## config.mk

```make
export PLATFORM = sky130hd
export DESIGN_NAME = motor_hbridge_driver
export DESIGN_NICKNAME = d
export VERILOG_FILES = /design/src/rtl/motor_hbridge_driver.sv
export SDC_FILE = /design/constraint.sdc
export NUM_CORES = 1
export LEC_CHECK = 0
export CELL_PAD_IN_SITES_DETAIL_PLACEMENT = 0
export CELL_PAD_IN_SITES_GLOBAL_PLACEMENT = 1
export CORE_MARGIN = 2
export CORE_UTILIZATION = 45
export DETAILED_ROUTE_END_ITERATION = 8
export PLACE_DENSITY = 0.9
export RECOVER_POWER = 100
export REMOVE_ABC_BUFFERS = 1
export SETUP_SLACK_MARGIN = 0.2
export SLEW_MARGIN = 20
export SYNTH_ARGS = -nofsm -noshare
export SYNTH_HDL_FRONTEND = slang
export SYNTH_SLANG_ARGS = --single-unit
```

## constraint.sdc

```tcl
create_clock -name clk -period 3.8 [get_ports clk]
set_input_delay 1.14 -clock clk [delete_from_list [all_inputs] [get_ports clk]]
set_output_delay 1.14 -clock clk [all_outputs]
set_load 0.005 [all_outputs]
```

## src/rtl/motor_hbridge_driver.sv

```systemverilog
// motor_hbridge_driver
//   Converts the 4-bit direction command of the navigation FSM into gate
//   drives for two H-bridges (A and B). Adds a shared PWM for speed control
//   and a break-before-make dead time on every direction reversal.
//
// Ports
//   clk     in   1         system clock, rising edge
//   reset   in   1         asynchronous, active-high; clears all state
//   ena     in   1         global enable; 0 parks both channels in IDLE, outputs low
//   cmd     in   4         {A_d, A_i, B_d, B_i}: per pair 10 fwd, 01 rev, 00 coast, 11 illegal
//   duty    in   PWM_BITS  speed duty, taken only at the PWM period boundary
//   hb_out  out  4         {A_d, A_i, B_d, B_i} registered gate drives
//   busy    out  1         registered: either channel is in DEAD
//   fault   out  1         sticky: an illegal pair 11 was seen; cleared only by reset
//
// Handshake: none. cmd is level-sampled on every enabled clock edge; the
// result appears on hb_out two edges later.
module motor_hbridge_driver #(
    parameter int PWM_BITS = 8,
    parameter int DEADTIME = 16
) (
    input  logic                clk,
    input  logic                reset,
    input  logic                ena,
    input  logic [3:0]          cmd,
    input  logic [PWM_BITS-1:0] duty,
    output logic [3:0]          hb_out,
    output logic                busy,
    output logic                fault
);

    localparam int DW = (DEADTIME > 1) ? $clog2(DEADTIME) : 1;
    localparam logic [PWM_BITS-1:0] PWM_MAX  = '1;
    localparam logic [DW-1:0]       DEAD_INI = DW'(DEADTIME - 1);

    typedef enum logic [1:0] {IDLE, FWD, REV, DEAD} ch_state_t;

    // Index 1 is channel A (cmd[3:2]), index 0 is channel B (cmd[1:0]).
    ch_state_t     st_q   [2];
    ch_state_t     st_d   [2];
    logic [DW-1:0] dcnt_q [2];
    logic [DW-1:0] dcnt_d [2];
    logic          is_fwd [2];
    logic          is_rev [2];

    logic [PWM_BITS-1:0] pwm_cnt;
    logic [PWM_BITS-1:0] duty_q;
    logic                pwm_on;
    logic                illegal;

    assign is_fwd[1] = (cmd[3:2] == 2'b10);
    assign is_rev[1] = (cmd[3:2] == 2'b01);
    assign is_fwd[0] = (cmd[1:0] == 2'b10);
    assign is_rev[0] = (cmd[1:0] == 2'b01);
    assign illegal   = (cmd[3:2] == 2'b11) || (cmd[1:0] == 2'b11);

    assign pwm_on = (pwm_cnt < duty_q);

    // PWM counter; duty is captured only as the period wraps so a duty change
    // never shortens or stretches the pulse already in progress.
    always_ff @(posedge clk or posedge reset) begin
        if (reset) begin
            pwm_cnt <= '0;
            duty_q  <= '0;
        end else if (!ena) begin
            pwm_cnt <= '0;
        end else begin
            pwm_cnt <= pwm_cnt + 1'b1;
            if (pwm_cnt == PWM_MAX) begin
                duty_q <= duty;
            end
        end
    end

    // Channel state registers.
    always_ff @(posedge clk or posedge reset) begin
        if (reset) begin
            for (int k = 0; k < 2; k++) begin
                st_q[k]   <= IDLE;
                dcnt_q[k] <= '0;
            end
        end else begin
            for (int k = 0; k < 2; k++) begin
                st_q[k]   <= st_d[k];
                dcnt_q[k] <= dcnt_d[k];
            end
        end
    end

    // Channel next-state. Coast and illegal both mean "release the bridge",
    // which needs no dead time; only a direct fwd<->rev flip goes via DEAD.
    always_comb begin
        for (int k = 0; k < 2; k++) begin
            st_d[k]   = st_q[k];
            dcnt_d[k] = dcnt_q[k];
            if (!ena) begin
                st_d[k]   = IDLE;
                dcnt_d[k] = '0;
            end else begin
                case (st_q[k])
                    IDLE: begin
                        if (is_fwd[k])      st_d[k] = FWD;
                        else if (is_rev[k]) st_d[k] = REV;
                    end
                    FWD: begin
                        if (is_rev[k]) begin
                            st_d[k]   = DEAD;
                            dcnt_d[k] = DEAD_INI;
                        end else if (!is_fwd[k]) begin
                            st_d[k] = IDLE;
                        end
                    end
                    REV: begin
                        if (is_fwd[k]) begin
                            st_d[k]   = DEAD;
                            dcnt_d[k] = DEAD_INI;
                        end else if (!is_rev[k]) begin
                            st_d[k] = IDLE;
                        end
                    end
                    DEAD: begin
                        // cmd is only looked at on the last DEAD cycle.
                        if (dcnt_q[k] != '0) begin
                            dcnt_d[k] = dcnt_q[k] - DW'(1);
                        end else if (is_fwd[k]) begin
                            st_d[k] = FWD;
                        end else if (is_rev[k]) begin
                            st_d[k] = REV;
                        end else begin
                            st_d[k] = IDLE;
                        end
                    end
                    default: begin
                        st_d[k]   = IDLE;
                        dcnt_d[k] = '0;
                    end
                endcase
            end
        end
    end

    // Registered pad outputs. Each leg is qualified by a distinct state, so
    // the two legs of one bridge can never be high together.
    always_ff @(posedge clk or posedge reset) begin
        if (reset) begin
            hb_out <= '0;
            busy   <= 1'b0;
            fault  <= 1'b0;
        end else begin
            if (ena) begin
                hb_out <= {(st_q[1] == FWD) & pwm_on, (st_q[1] == REV) & pwm_on,
                           (st_q[0] == FWD) & pwm_on, (st_q[0] == REV) & pwm_on};
                busy   <= (st_q[1] == DEAD) | (st_q[0] == DEAD);
                if (illegal) begin
                    fault <= 1'b1;
                end
            end else begin
                hb_out <= '0;
                busy   <= 1'b0;
            end
        end
    end

endmodule

```

# Word-level counts from Yosys, hierarchy flattened
# Index checks and enable logic that the tools add are counted.
classes:
  add_sub_neg: 3
  order_cmp: 1
  n_eq_ne: 29
  muxes: 35
  bitwise_logic: 5
  reduce_logical: 11
ops:
  columns: ["op", "n"]
  rows:
  - ["$mux W2", 20]
  - ["$mux W4", 9]
  - ["$ne A3 B3 Y1 const B", 8]
  - ["$ne A4 B4 Y1 const B", 6]
  - ["$pmux W4 S3", 2]
  - ["$eq A2 B2 Y1 const B", 8]
  - ["$pmux W2 S4", 2]
  - ["$reduce_and A4 Y1", 4]
  - ["$add A8 B1 Y8 const B", 1]
  - ["$eq A2 B1 Y1 const B", 4]
  - ["$eq A8 B8 Y1 const B", 1]
  - ["$lt A8 B8 Y1", 1]
  - ["$mux W8", 1]
  - ["$ne A4 B1 Y1 const B", 2]
  - ["$reduce_bool A4 Y1", 2]
  - ["$sub A4 B1 Y4 const B", 2]
  - ["$and A1 B1 Y1", 4]
  - ["$logic_not A2 Y1", 2]
  - ["$reduce_and A2 Y1", 2]
  - ["$logic_or A1 B1 Y1", 1]
  - ["$mux W1", 1]
  - ["$or A1 B1 Y1", 1]
word_totals:
  reg_bits: 34
  inputBits: 15
  out_inout_bits: 6
  word_cells: 93

# Longest topological paths before layout
depth:
  depth_word: 6
  depth_mapped: 5
  depth_no_buf: 5

# Worst setup path after synthesis
# No wires, ideal clock.
synth_timing:
  kind: "input -> register"
  startpoint: "in cmd[3]"
  endpoint: "reg dcnt_q[2] (netlist name)"
  setup_time_ns: 0.123
  arrival_time_ns: 1.955
  t_required_ns: 3.677
  path_slack_ns: 1.722
  cell_stages: 3
  path_buffers: 0
  cell_sequence: "and4bb_2 -> o32a_1 -> o221a_2"
synth_via:
  elab_chain_cells: 3
  word_cells_on_any_way: 5
  classes_between: "eq/ne (4); reduce/logical (1)"
synth_lines:
  columns: ["element", "line", "text"]
  rows:
  - ["start: declaration", "25", "input logic [3:0] cmd,"]
  - ["$eq A2 B1 Y1 or $eq A2 B2 Y1 (tied branches)", "52, 51", null]
  - ["$ne A3 B3 Y1 (no source line)", null, null]
  - ["$reduce_and A4 Y1 (no source line) *", null, null]
  - ["end signal: indexed assignment", "85", "dcnt_q[k] <= dcnt_d[k];"]
  - ["end: declaration", "41", "logic [DW-1:0] dcnt_q [2];"]
# Mark *: on every way between the ends. The rest lies on a longest branch, timed or not.
# A chain may end at the register's enable or synchronous reset.

==> impl_metrics.ini <==
[synthesis]
synthAdderAreaFrac_pct = 7.05
ys_seq_elements = 34
synth_top_family_by_area = simple AND/OR/NAND/NOR gates
synth_top_cell_area_share_pct = 47.9
yosys-top-cells-area = dfrtp_1 (48%), ha_1 (7.0%), mux2_2 (5.1%)
yosysSeqAreaShare_pct = 47.9
syn_area_sq_mm = 0.00178
synth_compound_area_share_pct = 16.6
syn_avg_cell_area_sq_um = 10.7
yosysUniqueCellTypes = 34
synth-simple-area-share_pct = 17.9
synth_xor_area_share_pct = 1.48
synth_area_leader_cell = dfrtp_1
synth_mux_area_share_pct = 5.07
syn_inst = 166
ys.warnings.count = 0

[sta]
finalCritPeriodShare_pct = 74.4
slew_viol_final = 35
final_hold_viol_count = 0
final.setup.tns_ns = 0
period_minus_slack_ns = 2.83
slew-limit-headroom_pct = -19.6
skew_ns = 0.00591
tightest_slew_ns = 1.79
setup_viol = 0
rsz0062_at_grt = no
fmax_mhz = 354

[grt]
gr-total-overflow = 0
grt_first_pass_wirelength_mm = 6.07
track_usage_pct = 18.9
grt_max_degree = 35
grt_pass1_vias = 1371
antenna_found_initial = 0

[clock_network]
cts_hold_buf = 0
cts_tree = done
clk_pin_slew_ns = 0.07
cts_max_level = 2
cts_buffer_depth = 2
worstSkewPairLatency_ns = 0.29
ctsResizeCount = 0
cts_buffers = 5
root_buffer = clkbuf_8
cts_setup_buffers = 0
numClockSinks = 34

[routing]
wl_mm = 3.53
antenna_left = 0
drt-vias-per-instance = 5.64
vias = 1360
post_drt_wl_per_cell_microns = 14.6
drt-pass1-iter-count = 4
drtIter0Drc = 91
post-route-drc-count = 0

[outcome]
status = finished, violations left
violations = capacitance limit, slew limit

[worst_setup_path]
critPathRequiredTime_ns = 3.86
cp_cell_sequence = clkdlybuf4s50_1, inv_1, clkbuf_1
cp-end-kind = async pin
critPathLaunchType = input pin
cpMaxStageDelayCell = clkbuf_1
rr_worst_depth = 4
worst-path-max-fanout = 34
max_stage_delay_ns = 1.28
arrival_ns = 2.88
crit_type = input pin to async pin

[floorplanning]
start_util_pct = 47.8
coreArea_sq_mm = 0.00372
boundaryPins = 21
fp.dieW_microns = 66.8
die_h_microns = 66.8
fp-row-count = 22
die_area_sq_mm = 0.00446

[finish]
finish.utilization_pct = 57.2
regArea_sq_um = 851
drive_above_1_share_pct = 13.0
multi_input_area_sq_um = 853
n_fill_cell = 317
synthToLayoutAreaGrowth_pct = 19.8
final_nets = 217
diodes = 0

[place]
place.gp.congestion = 0.794
dpl.hpwl_mm = 2.60
place.port_buffers = 20

[power_and_ir_drop]
power.density_mw_per_mm2 = 345
max-vdd-ir-drop_mv = 0.206
power_leakage_nw = 0.966

[worst_hold_path]
hold_class = flop to flop
hold_path_depth = 1

[run]
cap_violations = 1
cell usage in the layout (no fill, tap or decap), types with 5 or more instances in the layout:
| cell | netlist | routed |
|---|---|---|
| dfrtp_1 | 34 | 34 |
| a21oi_1 | 17 | 17 |
| inv_1 | 16 | 16 |
| nand2_1 | 14 | 14 |
| clkdlybuf4s50_1 | 0 | 11 |
| ha_1 | 10 | 10 |
| dlygate4sd3_1 | 0 | 9 |
| mux2_2 | 8 | 8 |
| clkbuf_8 | 0 | 6 |
| nor2_1 | 5 | 5 |
| or3_1 | 5 | 5 |
routing by layer:
metal	up-vias	global-route usage [%]	wire, microns
met5	-	0	0
met4	0	10.5	90
met3	7	7.09	167
met2	36	28.7	1710
met1	655	23.1	1560
li1	662	-	-
cell type report:
class	instances	share of cell area [%]
flip-flops and latches	34	40.0
repair buffers	21	9.59
multi-input cells	113	40.1
clock buffers	6	3.88
clock inverters	2	0.588
inverters	17	3.00
well taps	48	2.82
power breakdown:
part	switching, mW	internal, mW
Sequential	0.0101	0.371
Clock	0.133	0.145
Combinational	0.0359	0.0377
stage by stage:
stage | power [mW] | instances | hold slack [ns] | cell area, sq um | setup WS (ns)
floorplan | 0.430 | 164 | 0.437 | 1770 | 1.72
global placement | 0.459 | 233 | 0.461 | 2040 | 0.992
detailed placement | 0.463 | 233 | 0.465 | 2040 | 0.917
CTS | 0.739 | 241 | 0.477 | 2130 | 1.23
global route | 0.771 | 241 | 0.506 | 2130 | 0.636
finish | 0.733 | 241 | 0.478 | 2130 | 0.974
registers in the layout (all words and copies together) (netlist names):
signal / flops
busy: 1
dcnt_q: 8
duty_q: 8
fault: 1
hb_out: 4
pwm_cnt: 8
st_q: 4
cell usage after synthesis (all sizes together):
cell,instances
clkbuf,2
ha,10
o21ai,3
a22oi,1
nor4bb,4
o211ai,4
a211o,2
o21bai,1
xor2,2
inv,16
or3,5
nand2b,1
or3b,2
xnor2,1
nor4,1
nor2,5
and3,2
and4bb,4
mux2,8
a2111o,1
a21oi,17
nand4,1
o221a,2
o2111a,2
and2,3
dfrtp,34
a31oi,4
o21a,4
nand3,3
clkinv,1
nand2,14
o32a,2
nor3,4
cell families after synthesis:
| logic type | Yosys count |
|---|---|
| AND/OR/NAND/NOR | 49 |
| AO/OA/AOI/OAI | 43 |
| flip-flops | 34 |
| buffers and inverters | 19 |
| adder cells (fa/ha/maj) | 10 |
| multiplexers | 8 |
| XOR/XNOR | 3 |
worst paths after layout:
check / startpoint / endpoint / slack (ns)
hold / removal: pwm_cnt[0] / pwm_cnt[0] / 0.48
min in group asynchronous: reset / hb_out[0] / 1.78
max in group clk: ena / dcnt_q[5] / 1.15
hold reg to reg: pwm_cnt[0] / pwm_cnt[0] / 0.48
setup / recovery: reset / st_q[1] / 0.97
setup reg to reg: pwm_cnt[7] / hb_out[1] / 1.98
critical path: cells and delay by family:
family	cells	cell delay (ns)
buffers and inverters	3	1.73
Note: power is estimated with default switching activity, not from simulation.
